===== src/rtl/eq_gain_mixer.sv =====
// Per-band gain stage with one shared multiplier, per-frame gain ramping and a saturated mix.
// Result latency N_BANDS+1 cycles from accept; the DONE state holds outputs until out_ready.
module eq_gain_mixer #(
    parameter int N_BANDS   = 8,
    parameter int IN_W      = 32,
    parameter int OUT_W     = 16,
    parameter int GAIN_W    = 3,
    parameter int GAIN_FRAC = 2
) (
    input  logic                      clk,
    input  logic                      rst,
    input  logic                      in_valid,
    output logic                      in_ready,
    input  logic [N_BANDS*IN_W-1:0]   band_in,
    input  logic [N_BANDS-1:0]        band_en,
    input  logic [N_BANDS*GAIN_W-1:0] gain_tgt,
    output logic                      out_valid,
    input  logic                      out_ready,
    output logic [N_BANDS*OUT_W-1:0]  band_out,
    output logic [OUT_W-1:0]          mix_out,
    output logic [N_BANDS-1:0]        sat_flag,
    output logic                      mix_sat,
    output logic                      ramp_busy
);
    localparam int IW = $clog2(N_BANDS);
    localparam int KW = $clog2(N_BANDS + 1);
    localparam int PW = IN_W + GAIN_W + 1;
    localparam int SH = GAIN_FRAC + IN_W - OUT_W;
    localparam int AW = OUT_W + $clog2(N_BANDS);
    localparam logic [GAIN_W-1:0]       UNITY = GAIN_W'(1 << GAIN_FRAC);
    localparam logic signed [OUT_W-1:0] O_MAX = {1'b0, {(OUT_W-1){1'b1}}};
    localparam logic signed [OUT_W-1:0] O_MIN = ~O_MAX;

    typedef enum logic [1:0] {S_IDLE, S_PROC, S_DONE} state_t;

    state_t                    r_state;
    logic [KW-1:0]             r_k;
    logic signed [IN_W-1:0]    r_band  [N_BANDS];
    logic [GAIN_W-1:0]         r_gain  [N_BANDS];
    logic [GAIN_W-1:0]         r_tgt   [N_BANDS];
    logic [N_BANDS-1:0]        r_en;
    logic signed [PW-1:0]      r_prod;
    logic signed [AW-1:0]      r_acc;
    logic signed [OUT_W-1:0]   r_work  [N_BANDS];
    logic                      r_swork [N_BANDS];
    logic signed [OUT_W-1:0]   r_bout  [N_BANDS];
    logic                      r_satf  [N_BANDS];
    logic signed [OUT_W-1:0]   r_mix;
    logic                      r_mix_sat;
    logic                      r_out_valid;
    logic                      r_busy;

    logic [IW-1:0]             w_ik, w_ck;
    logic signed [PW-1:0]      w_a, w_b, w_shf;
    logic signed [OUT_W-1:0]   w_val, w_mix;
    logic                      w_sat, w_mix_sat, w_busy;
    logic signed [AW-1:0]      w_acc;

    // Multiply band k this cycle; saturate/accumulate the product registered for band k-1.
    always_comb begin
        w_ik  = r_k[IW-1:0];
        w_ck  = IW'(r_k - KW'(1));
        w_a   = PW'(r_band[w_ik]);
        w_b   = PW'({1'b0, r_gain[w_ik]});
        w_shf = (w_a * w_b) >>> SH;
        w_val = r_prod[OUT_W-1:0];
        w_sat = 1'b0;
        if (r_prod > PW'(O_MAX)) begin
            w_val = O_MAX;
            w_sat = 1'b1;
        end else if (r_prod < PW'(O_MIN)) begin
            w_val = O_MIN;
            w_sat = 1'b1;
        end
        if (!r_en[w_ck]) begin
            w_val = '0;
            w_sat = 1'b0;
        end
        w_acc     = r_acc + AW'(w_val);
        w_mix     = w_acc[OUT_W-1:0];
        w_mix_sat = 1'b0;
        if (w_acc > AW'(O_MAX)) begin
            w_mix     = O_MAX;
            w_mix_sat = 1'b1;
        end else if (w_acc < AW'(O_MIN)) begin
            w_mix     = O_MIN;
            w_mix_sat = 1'b1;
        end
        w_busy = 1'b0;
        for (int i = 0; i < N_BANDS; i++) begin
            if (r_gain[i] != r_tgt[i]) w_busy = 1'b1;
        end
    end

    always_ff @(posedge clk or posedge rst) begin
        if (rst) begin
            r_state     <= S_IDLE;
            r_k         <= '0;
            r_en        <= '0;
            r_prod      <= '0;
            r_acc       <= '0;
            r_mix       <= '0;
            r_mix_sat   <= 1'b0;
            r_out_valid <= 1'b0;
            r_busy      <= 1'b0;
            for (int i = 0; i < N_BANDS; i++) begin
                r_band[i]  <= '0;
                r_gain[i]  <= UNITY;
                r_tgt[i]   <= UNITY;
                r_work[i]  <= '0;
                r_swork[i] <= 1'b0;
                r_bout[i]  <= '0;
                r_satf[i]  <= 1'b0;
            end
        end else begin
            r_busy <= w_busy;
            case (r_state)
                S_IDLE: begin
                    if (in_valid) begin
                        for (int i = 0; i < N_BANDS; i++) begin
                            r_band[i] <= band_in[i*IN_W +: IN_W];
                            r_tgt[i]  <= gain_tgt[i*GAIN_W +: GAIN_W];
                        end
                        r_en    <= band_en;
                        r_acc   <= '0;
                        r_k     <= '0;
                        r_state <= S_PROC;
                    end
                end
                S_PROC: begin
                    r_k <= r_k + KW'(1);
                    if (r_k < KW'(N_BANDS)) begin
                        r_prod <= w_shf;
                        if (r_gain[w_ik] < r_tgt[w_ik])
                            r_gain[w_ik] <= r_gain[w_ik] + GAIN_W'(1);
                        else if (r_gain[w_ik] > r_tgt[w_ik])
                            r_gain[w_ik] <= r_gain[w_ik] - GAIN_W'(1);
                    end
                    if (r_k != '0) begin
                        r_work[w_ck]  <= w_val;
                        r_swork[w_ck] <= w_sat;
                        r_acc         <= w_acc;
                    end
                    // Presented results change only here, so DONE outputs never move mid-frame.
                    if (r_k == KW'(N_BANDS)) begin
                        for (int i = 0; i < N_BANDS; i++) begin
                            r_bout[i] <= (IW'(i) == w_ck) ? w_val : r_work[i];
                            r_satf[i] <= (IW'(i) == w_ck) ? w_sat : r_swork[i];
                        end
                        r_mix       <= w_mix;
                        r_mix_sat   <= w_mix_sat;
                        r_out_valid <= 1'b1;
                        r_state     <= S_DONE;
                    end
                end
                S_DONE: begin
                    if (out_ready) begin
                        r_out_valid <= 1'b0;
                        r_state     <= S_IDLE;
                    end
                end
                default: r_state <= S_IDLE;
            endcase
        end
    end

    assign in_ready  = (r_state == S_IDLE);
    assign out_valid = r_out_valid;
    assign mix_out   = r_mix;
    assign mix_sat   = r_mix_sat;
    assign ramp_busy = r_busy;

    for (genvar g = 0; g < N_BANDS; g++) begin : g_out
        assign band_out[g*OUT_W +: OUT_W] = r_bout[g];
        assign sat_flag[g]                = r_satf[g];
    end
endmodule


===== config.mk =====
export PLATFORM = sky130hd
export DESIGN_NAME = eq_gain_mixer
export DESIGN_NICKNAME = d
export VERILOG_FILES = /design/src/rtl/eq_gain_mixer.sv
export SDC_FILE = /design/constraint.sdc
export NUM_CORES = 2
export LEC_CHECK = 0
export CORE_MARGIN = 2
export CORE_UTILIZATION = 55
export CTS_CLUSTER_DIAMETER = 120
export DETAILED_ROUTE_END_ITERATION = 7
export HOLD_SLACK_MARGIN = 0.06
export MAX_ROUTING_LAYER = met4
export PLACE_DENSITY_LB_ADDON = 0.08
export REMOVE_ABC_BUFFERS = 1
export SETUP_SLACK_MARGIN = 0.1
export SLEW_MARGIN = 0
export SYNTH_ARGS = -nofsm -noshare
export SYNTH_HDL_FRONTEND = slang
export SYNTH_SLANG_ARGS = --single-unit

===== constraint.sdc =====
create_clock -name clk -period 26.8 [get_ports clk]
set_clock_uncertainty 0.1 [all_clocks]
set_input_delay 2.68 -clock clk [delete_from_list [all_inputs] [get_ports clk]]
set_output_delay 2.68 -clock clk [all_outputs]
set_load 0.02 [all_outputs]

==> impl_metrics.ini <==
[timing]
min_period_over_period_pct = 27.9
fin_setup_tns_ns = 0
worst_slew_pin_slew_ns = 1.27
max_freq_mhz = 134
rsz0062_at_grt = no
max_slew_margin_pct = 14.8
setup_viol = 0
final.min_clock_period_ns = 7.48
drv_slew = 0
fin_hold_ws_ns = 0.362
worst_slack_ns = 19.32
hold_violations = 0

[routing]
wl_met3_um = 4570
drt-initial-drc-count = 1833
wl_per_cell_um = 18.6
viasPerCell = 5.47
wirelength_um = 86900
drc = 0
dr.pass1.iters = 8
top_layer_used = met4
ant_nets = 0
wl_met1_um = 36000
dr_wl_met2_um = 42900
via_count = 25507

[setup_path]
ff2ff_path_depth = 21
cp.arrival_ns = 7.92
r2r_end = mix_out[14]
crit_type = reg2reg
rrSetupSlack_ns = 19.32
required_ns = 27.24
cp-start-kind = flip-flop
endpoint_kind = flip-flop
r2r_start = r_k[0]
crit_path_max_fanout = 23

[hold_path]
hp-class = reg2reg
whs_endpoint = band_out[53]
hold_depth = 2
hold_start = r_work[69]

[grt]
grt_max_degree = 135
grt_pass1_wl_um = 136000
grt_overflow = 0
grt_use_total_pct = 31.1
antenna_found_initial = 0
grt_pass1_vias = 25449

[placed_design]
port_buffers = 447
dp_hpwl_um = 59400
placedCellCount = 4545
place_congestion = 0.912
dpl_worst_slack_ns = 19.46
dpl-instance-area_um2 = 35900

[pwr]
total_power_mw = 5.16
p_int_mw = 2.90
p_sw_mw = 2.27
p_sw_share_pct = 43.9
max-vdd-ir-drop_v = 0.0000906
combPwrFrac_pct = 49.3
clkPwrFrac_pct = 18.2
powerDensity_nw_per_um2 = 135
leakage_nw = 18.7
pwr-share-seq_pct = 32.5

[cells_and_area]
area_growth_pct = 23.4
diodes = 0
final_cell_mix = nand2_1, dfrtp_1, clkdlybuf4s50_1, o21ai_0, inv_1
fin_cells = 4664
postLayoutCellArea_um2 = 38200
layout.nets = 4288
drive_above_1_share_pct = 5.72
final_core_util_pct = 69.0
layout_commonest_cell = nand2_1

[die]
row_count = 86
core_region_area_um2 = 55300
chipHeight_um = 241
io_pins = 448
initial_core_util_pct = 55.9
die_w_um = 241
die_area_um2 = 58100

[job]
max-cap-violations = 0

[clocking]
tritoncts = yes
htree_levels = 3
cts_setup_buffers = 0
ctsResizeCount = 0
clk_latency_ns = 0.61
cts_hold_buf = 0
cts_root_buf = clkbuf_16
clock_path_buffers = 3
clkSinkCount = 646
clk_pin_slew_ns = 0.06
numCtsBuffers = 69

[yosys]
synthFlopType = dfrtp_1
ys_warn_count = 0
ys_seq_area_share_pct = 52.3
syn-cell-area_um2 = 30900
synthArstFlopShare_pct = 100
ys_ff_latch = 646
synthDistinctLibCells = 73
synth_edf_count = 0
syn_area_per_cell_um2 = 8.80
synthCells = 3513

[run_status]
status = finished, final reports clean
worst max-delay path, cell delays in order, from the launching register on:
cell	delay, ns
dfrtp_1	0.97
inv_2	0.29
ha_1	0.63
mux2i_1	0.15
a211oi_1	0.29
a221oi_2	0.10
a21oi_1	0.93
o21ai_1	0.65
inv_1	0.17
ha_1	0.19
inv_1	0.06
fa_1	0.39
nor2b_1	0.13
o21ai_1	0.09
a21oi_1	0.28
o211ai_1	0.18
a21o_1	0.24
o21ai_1	0.17
xnor2_1	0.12
or3_1	0.55
a21oi_1	0.46
a221o_1	0.24
routing by layer:
layer	GRT usage, %	up-vias
met5	-	-
met4	12.8	0
met3	4.37	200
met2	50.9	849
met1	39.0	12337
li1	-	12121
worst max path at each step:
stage	from	to	slack (ns)
detailed placement	r_k[0]	mix_out[14]	19.46
floorplan	rst	async pin	5.95
finish	r_k[0]	mix_out[14]	19.32
CTS	r_k[0]	mix_out[14]	19.41
global placement	r_k[0]	mix_out[3]	19.82
global route	r_k[0]	mix_out[14]	18.72
Yosys cell counts, types with 30 or more instances:
master	number	area (um2)
nand2b_1	42	263
a22o_1	34	298
fa_1	32	641
nor2_1	150	563
o21ai_0	256	1280
nand2_1	1352	5070
dfrtp_1	630	15800
nand3_1	36	180
xnor2_1	33	289
and3_1	39	244
ha_1	96	1200
a22oi_1	77	578
inv_1	161	604
clkbuf_1	188	706
a21oi_1	94	470
a221oi_1	30	263
area by class of cell:
cell class	instances	area, um2
clock buffers	101	1980
clock inverters	18	238
fillers	4478	17100
inverters	162	616
multi-input cells	2493	13400
flip-flops and latches	646	16200
well taps	748	936
repair buffers	496	4840
power groups by stage:
| stage | combinational, mW | clock (mW) | sequential, mW |
|---|---|---|---|
| after floorplan | 1.57 | 0 | 1.72 |
| after CTS | 2.57 | 0.953 | 1.67 |
| after detailed placement | 2.55 | 0 | 1.68 |
| after global routing | 2.84 | 0.990 | 1.72 |
| final | 2.55 | 0.938 | 1.68 |
| after global placement | 2.46 | 0 | 1.67 |
flip-flops by register name (all words and copies together), names as in the netlist, named ones only:
signal     cells
band_out     128
r_state        2
r_work       128
r_acc         19
r_prod        18
mix_out       16
r_k            4
r_tgt         24
mix_sat        1
r_band       256
ramp_busy      1
r_en           8
r_swork        8
sat_flag       8
r_gain        16
out_valid      1
logic make-up after synthesis:
logic type,Yosys count,synth area share (%)
flops,646,52.3
xor+xnor,60,1.75
fa+ha+maj,128,5.96
simple gates,1657,21.3
buf+inv,374,4.65
mux,37,1.63
compound gates,611,12.4
No activity file was read; power rests on OpenSTA's default activity.
